[src/rtl/gray_pkg.sv]
// Shared types and helpers for the registered Gray-code counter.
// Provides bin2gray, an all-ones limit helper and the step-kind enum.
package gray_pkg;

   localparam int MAX_W = 32;

   typedef logic [MAX_W-1:0] word_t;

   typedef enum logic [1:0] {
      STEP_HOLD,
      STEP_LOAD,
      STEP_UP,
      STEP_DN
   } step_e;

   function automatic word_t bin2gray(input word_t b);
      return b ^ (b >> 1);
   endfunction

   // All-ones value for a w-bit counter (w in 2..32).
   function automatic word_t max_val(input int w);
      if (w >= MAX_W) return '1;
      return (word_t'(1) << w) - word_t'(1);
   endfunction

endpackage

[src/rtl/gray_next_calc.sv]
// Combinational next-state logic: next binary, next Gray and wrap flag.
// Ports: i_bin (current count), i_en, i_up, i_load, i_load_bin -> o_next_*.
module gray_next_calc
   import gray_pkg::*;
#(
   parameter int DATA_WIDTH = 4,
   parameter bit SATURATE   = 1'b0
) (
   input  logic [DATA_WIDTH-1:0] i_bin,
   input  logic                  i_en,
   input  logic                  i_up,
   input  logic                  i_load,
   input  logic [DATA_WIDTH-1:0] i_load_bin,
   output logic [DATA_WIDTH-1:0] o_next_bin,
   output logic [DATA_WIDTH-1:0] o_next_gray,
   output logic                  o_next_wrap
);

   localparam logic [DATA_WIDTH-1:0] MAX =
      DATA_WIDTH'(max_val(DATA_WIDTH));
   localparam logic [DATA_WIDTH-1:0] ONE = DATA_WIDTH'(1);

   step_e                  w_kind;
   logic                   w_at_max;
   logic                   w_at_zero;
   logic [DATA_WIDTH-1:0]  w_bin;
   logic                   w_wrap;

   assign w_at_max  = (i_bin == MAX);
   assign w_at_zero = (i_bin == '0);

   // Load beats a step; en only matters when not loading.
   always_comb begin
      w_kind = STEP_HOLD;
      if (i_load)
         w_kind = STEP_LOAD;
      else if (i_en)
         w_kind = i_up ? STEP_UP : STEP_DN;
   end

   always_comb begin
      w_bin  = i_bin;
      w_wrap = 1'b0;
      case (w_kind)
         STEP_LOAD: w_bin = i_load_bin;
         STEP_UP: begin
            if (!w_at_max)
               w_bin = i_bin + ONE;
            else if (!SATURATE) begin
               w_bin  = '0;
               w_wrap = 1'b1;
            end
         end
         STEP_DN: begin
            if (!w_at_zero)
               w_bin = i_bin - ONE;
            else if (!SATURATE) begin
               w_bin  = MAX;
               w_wrap = 1'b1;
            end
         end
         default: ;
      endcase
   end

   // Gray is derived from the next binary value so both flops load together.
   assign o_next_bin  = w_bin;
   assign o_next_gray = DATA_WIDTH'(bin2gray(word_t'(w_bin)));
   assign o_next_wrap = w_wrap;

endmodule

[src/rtl/gray_counter.sv]
// Registered up/down counter with glitch-free registered Gray output.
// Ports: clk, rst_n, en, up, load, load_bin -> out_bin, out_gray, wrap, at_limit.
module gray_counter
   import gray_pkg::*;
#(
   parameter int DATA_WIDTH = 4,
   parameter bit SATURATE   = 1'b0
) (
   input  logic                  clk,
   input  logic                  rst_n,
   input  logic                  en,
   input  logic                  up,
   input  logic                  load,
   input  logic [DATA_WIDTH-1:0] load_bin,
   output logic [DATA_WIDTH-1:0] out_bin,
   output logic [DATA_WIDTH-1:0] out_gray,
   output logic                  wrap,
   output logic                  at_limit
);

   localparam logic [DATA_WIDTH-1:0] MAX =
      DATA_WIDTH'(max_val(DATA_WIDTH));

   logic [DATA_WIDTH-1:0] r_bin;
   logic [DATA_WIDTH-1:0] r_gray;
   logic                  r_wrap;

   logic [DATA_WIDTH-1:0] w_next_bin;
   logic [DATA_WIDTH-1:0] w_next_gray;
   logic                  w_next_wrap;

   gray_next_calc #(
      .DATA_WIDTH (DATA_WIDTH),
      .SATURATE   (SATURATE)
   ) u_next (
      .i_bin       (r_bin),
      .i_en        (en),
      .i_up        (up),
      .i_load      (load),
      .i_load_bin  (load_bin),
      .o_next_bin  (w_next_bin),
      .o_next_gray (w_next_gray),
      .o_next_wrap (w_next_wrap)
   );

   always_ff @(posedge clk) begin
      if (!rst_n) begin
         r_bin  <= '0;
         r_gray <= '0;
         r_wrap <= 1'b0;
      end else begin
         r_bin  <= w_next_bin;
         r_gray <= w_next_gray;
         r_wrap <= w_next_wrap;
      end
   end

   assign out_bin  = r_bin;
   assign out_gray = r_gray;
   assign wrap     = r_wrap;
   assign at_limit = up ? (r_bin == MAX) : (r_bin == '0);

endmodule

[config.mk]
export PLATFORM = sky130hd
export DESIGN_NAME = gray_counter
export DESIGN_NICKNAME = d
export VERILOG_FILES = /design/src/rtl/gray_pkg.sv /design/src/rtl/gray_next_calc.sv /design/src/rtl/gray_counter.sv
export SDC_FILE = /design/constraint.sdc
export NUM_CORES = 1
export LEC_CHECK = 0
export CAP_MARGIN = 15
export CORE_MARGIN = 10
export CORE_UTILIZATION = 30
export CTS_CLUSTER_DIAMETER = 40
export DETAILED_ROUTE_END_ITERATION = 10
export MAX_ROUTING_LAYER = met4
export SYNTH_ARGS = -nofsm -noshare
export SYNTH_HDL_FRONTEND = slang
export SYNTH_HIERARCHICAL = 1
export SYNTH_SLANG_ARGS = --single-unit
[constraint.sdc]
create_clock -name clk -period 1.72 [get_ports clk]
set_input_delay 0.172 -clock clk [delete_from_list [all_inputs] [get_ports clk]]
set_output_delay 0.172 -clock clk [all_outputs]
set_load 0.005 [all_outputs]
### Yosys cells after proc, flatten, opt, wreduce, memory -nomap -nowiden

Cells that the tools add are included.

* bits in registers: 9
* input bits: 9
* word-level logic and storage cells: 21

* $add $sub $neg: 2
* eq/ne operators: 4
* muxes and demuxes: 10
* bitwise operators: 1
* reductions and logical operators: 1

Operator list (count)
* $pmux 4 s3: 1
* $mux 4: 2
* $add 4x1->4 const B: 1
* $eq 2x2->1 const B: 2
* $eq 4x4->1 const B: 1
* $logic_not 4->1: 1
* $mux 1: 4
* $mux 2: 2
* $sub 4x1->4 const B: 1
* $xor 4x3->4: 1
* $eq 2x1->1 const B: 1
* $pmux 1 s2: 1

### Logic depth before layout (Yosys ltp)

Gate-level depths: netlist of the first run.

* depth in word-level cells: 6
* mapped depth: 8
* mapped depth without buffers: 8

### By module

The synthesis of the first run kept the hierarchy.

Modules (own cells, without submodules)
* gray_next_calc: instances 1, cells each 47, area each 332.8 µm², seq. area each 0.0 µm²
* gray_counter: instances 1, cells each 21, area each 260.2 µm², seq. area each 180.2 µm²

### Worst setup path after synthesis of the first run

No wires, ideal clock.

* path kind: register -> register
* from: reg r_bin[0] (netlist: out_bin[0])
* to: reg r_gray[0] (netlist: out_gray[0])
* library setup time: 115 ps
* arrival: 1678 ps
* required time: 1605 ps
* setup slack: -73 ps
* stages on the path, launching flop included: 9
* buffers on the path: 0
* clock period less this slack: 1793 ps
* cells stage by stage: dfxtp_1 -> inv_1 -> ha_1 -> or3b_2 -> a21oi_1 -> o22ai_1 -> o21ai_2 -> xnor2_1 -> and2_1

* word-level cells in the longest chain between the ends: 4

Ends and longest elaborated chain
* start, declared: line gray_counter.sv:24 `logic [DATA_WIDTH-1:0] r_bin;`
* start signal, assigned: line gray_counter.sv:52 `r_bin <= w_next_bin;`
* $sub 4x1->4 (tied with other cells): line gray_next_calc.sv:56 `w_bin = i_bin - ONE;`
* $mux 4, on equally long branches: line gray_next_calc.sv:55, gray_next_calc.sv:47
* $pmux 4 s3 (*): line gray_next_calc.sv:44 `case (w_kind)`
* named net w_next_bin[0]: line gray_counter.sv:28 `logic [DATA_WIDTH-1:0] w_next_bin;`
* $xor 4x3->4 (*): line gray_pkg.sv:17 `return b ^ (b >> 1);`
* named net w_next_gray[0]: line gray_counter.sv:29 `logic [DATA_WIDTH-1:0] w_next_gray;`
* end signal, assigned: line gray_counter.sv:53 `r_gray <= w_next_gray;`
* end, declared: line gray_counter.sv:25 `logic [DATA_WIDTH-1:0] r_gray;`

The timed path passes the listed nets; every way through them passes the cells marked *.
A chain may end at the register's enable or synchronous reset.

### Final worst setup path of the first run

Ends and elaborated chain as after synthesis.

==> results.toml, run 1 <==
[synth]
synth_top_area_share_pct = 30.38
synth-edff-count = 0
syn_avg_cell_area_sq_um = 8.722
ys_seq_area_share_pct = 30.38
ys_async_sr_fraction_pct = 0
syn_nets = 79
netlist_area_sq_um = 593.1
ys_seq_elements = 9
synth_cells = 68
synth.area.top_cells = "dfxtp_1 30%, and2_1 9.5%, xnor2_1 5.9%, a21oi_1 4.2%, ha_1 4.2%"
yosysUniqueCellTypes = 31
yosysWarnings = 6
yosys_most_used_dff = "dfxtp_1"
synth_top_area_cell = "dfxtp_1"

[cts]
numCtsBuffers = 3
path_clk_slew_ns = 0.05
clk-insertion-delay-late_ns = 0.25
cts_tree = "yes"
clk_path_buf_depth = 2
h-tree-depth = 1
cts_root_buf = "clkbuf_4"
cts.sinks = 9

[route]
avgRoutedWirePerCell_um = 11.83
dr.pass1.iters = 4
antenna_left = 0
vias = 582
drtIter0Drc = 3
wl_mm = 1.550
drc_errors = 0
vias_per_cell = 4.443

[timing]
report.final.setup_viol = 0
timing.fmax_mhz = 586.8
fin_skew_ns = 0.003315
slew_headroom_pct = 85.50
final_max_slew_viol_count = 0
rsz0062_at_grt = "true"
min_period_ns = 1.704
fin_crit_sh_pct = 99.08
hold_violations = 0
worst_pin_slew_ns = 0.2168
whs_ns = 0.6295

[finish]
n_antenna_cell = 0
drive_above_1_share_pct = 34.62
syn2layout_area_growth_pct = 65.40
fin_nets = 116
layout_commonest_cell = "clkdlybuf4s50_1"
final_cell_mix = "17 x clkdlybuf4s50_1, 16 x buf_4, 9 x and2_1"

[worst_setup_path]
cp-start-kind = "flip-flop"
cp_cell_sequence = "inv_1, ha_4, or3b_4, a21oi_1, o22ai_1, o21ai_2, xnor2_1, and2_1"
crit_path_max_fanout = 7
arrival_ns = 1.85
crit_required_ns = 1.87
worstSetupPathType = "reg -> reg"
cpPeakStageDelay_ns = 0.38
r2r_setup_slack_ns = 0.02
cpMaxStageDelayCell = "or3b_4"
critPathCaptureType = "flip-flop"

[min_path]
hp-class = "in -> reg"

[power_and_ir_drop]
vdd_drop_max_mv = 0.4808
leakagePower_nw = 0.4021
p_per_area_nw_per_um2 = 665.7
p_total_mw = 0.6530

[run]
drv_cap = 0

[placement]
numPortBuffers = 18
dp_hpwl_mm = 1.253
gp_congestion = 0.8317

[floorplan]
die_area_sq_um = 4155
ios = 19
core-area_sq_um = 1922
row_count = 16
initial_utilization_pct = 30.86
fp.dieH_um = 64.46
die_w_um = 64.46

[grt]
track_usage_pct = 7.560
antenna_found_initial = 0
grt_pass1_vias = 567
grt_max_degree = 10
grt_first_pass_wirelength_mm = 2.511
grt_overflow_total = 0

[outcome]
status = "finished clean"
[cell usage after synthesis, types with 2 or more instances]
cell / instances
inv_1: 3
o21ai_0: 2
dfxtp_1: 9
o31ai_1: 2
xnor2_1: 4
and2_1: 9
or4_1: 2
mux2i_1: 2
xor2_1: 2
inv_2: 2
ha_1: 2
a21oi_1: 5
nor2_1: 5
nand2_1: 2
[area by class of cell]
class                           count  area [sq um]
Clock buffer                        4         26.28
Fill cell                         199         940.9
Inverter                            5         18.77
Multi-Input combinational cell     52         417.9
Sequential cell                     9         188.9
Tap cell                           27         33.78
Timing Repair Buffer               34         295.3
[state kept, by name, indices dropped and copies added, names as in the netlist]
signal    flops
wrap          1
out_bin       4
out_gray      4
[where the power goes]
group / switching [mW] / total (mW) / internal (mW)
registers: 0.0195 / 0.249 / 0.230
clock network: 0.0666 / 0.156 / 0.0889
logic: 0.0934 / 0.248 / 0.155
[per-stage QoR]
stage | util (%) | TNS, ns | setup slack (ns) | area [sq um] | cells
5_1_grt | 51.04 | -0.3081 | -0.1006 | 980.9 | 131
4_1_cts | 50.72 | -0.009340 | -0.005512 | 974.7 | 131
3_5_place_dp | 47.40 | -0.4300 | -0.1317 | 910.9 | 125
2_1_floorplan | - | 0 | 0.02539 | 603.1 | 68
6_report | 51.04 | 0 | 0.01587 | 980.9 | 131
3_3_place_gp | 47.40 | -0.4675 | -0.1658 | 910.9 | 125
[per-layer routing]
metal | vias up | global-route usage [%] | part of all wire, %
li1 | 310 | - | -
met1 | 259 | 8.211 | 47
met2 | 13 | 12.56 | 51
met3 | 0 | 2.921 | 3.0
met4 | 0 | 2.139 | 0
met5 | - | - | 0
[cell families (layout without fill, tap and decap cells)]
| group | after synthesis | count (layout) | synth area share, % |
|---|---|---|---|
| adders and majority gates | 2 | 2 | 4.219 |
| and+or+nand+nor | 25 | 25 | 24.90 |
| buffers and inverters | 7 | 43 | 5.063 |
| muxes | 2 | 2 | 3.376 |
| xor gates and xnor gates | 6 | 6 | 8.861 |
| AOI/OAI and AO/OA | 17 | 17 | 23.21 |
| DFF | 9 | 9 | 30.38 |
[critical path: cells and delay by family (launching register included)]
| kind | cells | cell delay (ns) |
|---|---|---|
| simple gates | 2 | 0.52 |
| xor+xnor | 1 | 0.08 |
| buf+inv | 1 | 0.10 |
| compound gates | 3 | 0.37 |
| fa+ha+maj | 1 | 0.15 |
| flops | 1 | 0.37 |
[worst paths after layout]
| path | to | cells past startpoint | start |
|---|---|---|---|
| worst min register to register | wrap | 4 | out_bin[3] |
| worst min-delay path | out_bin[0] | 4 | load_bin[0] |
| worst max-delay path | out_gray[0] | 8 | out_bin[0] |
| worst max register to register | out_gray[0] | 8 | out_bin[0] |
[repair_timing]
item | in CTS | in global routing
setup buffers | 2 | 0
resized for setup | 5 | 4
hold buffers | 0 | 0
hold endpoints to repair | 0 | 0
pin swaps | 3 | 1
endpoints found under the setup margin | 5 | 6
Power figures use the tool's default switching activity.
==> inputs of run 2 (changes only) <==
ABC_CLOCK_PERIOD_IN_PS = 1720   (was default)
==> results of run 2 <==
The final DEF is identical to that of run 1; final timing and power are the same.
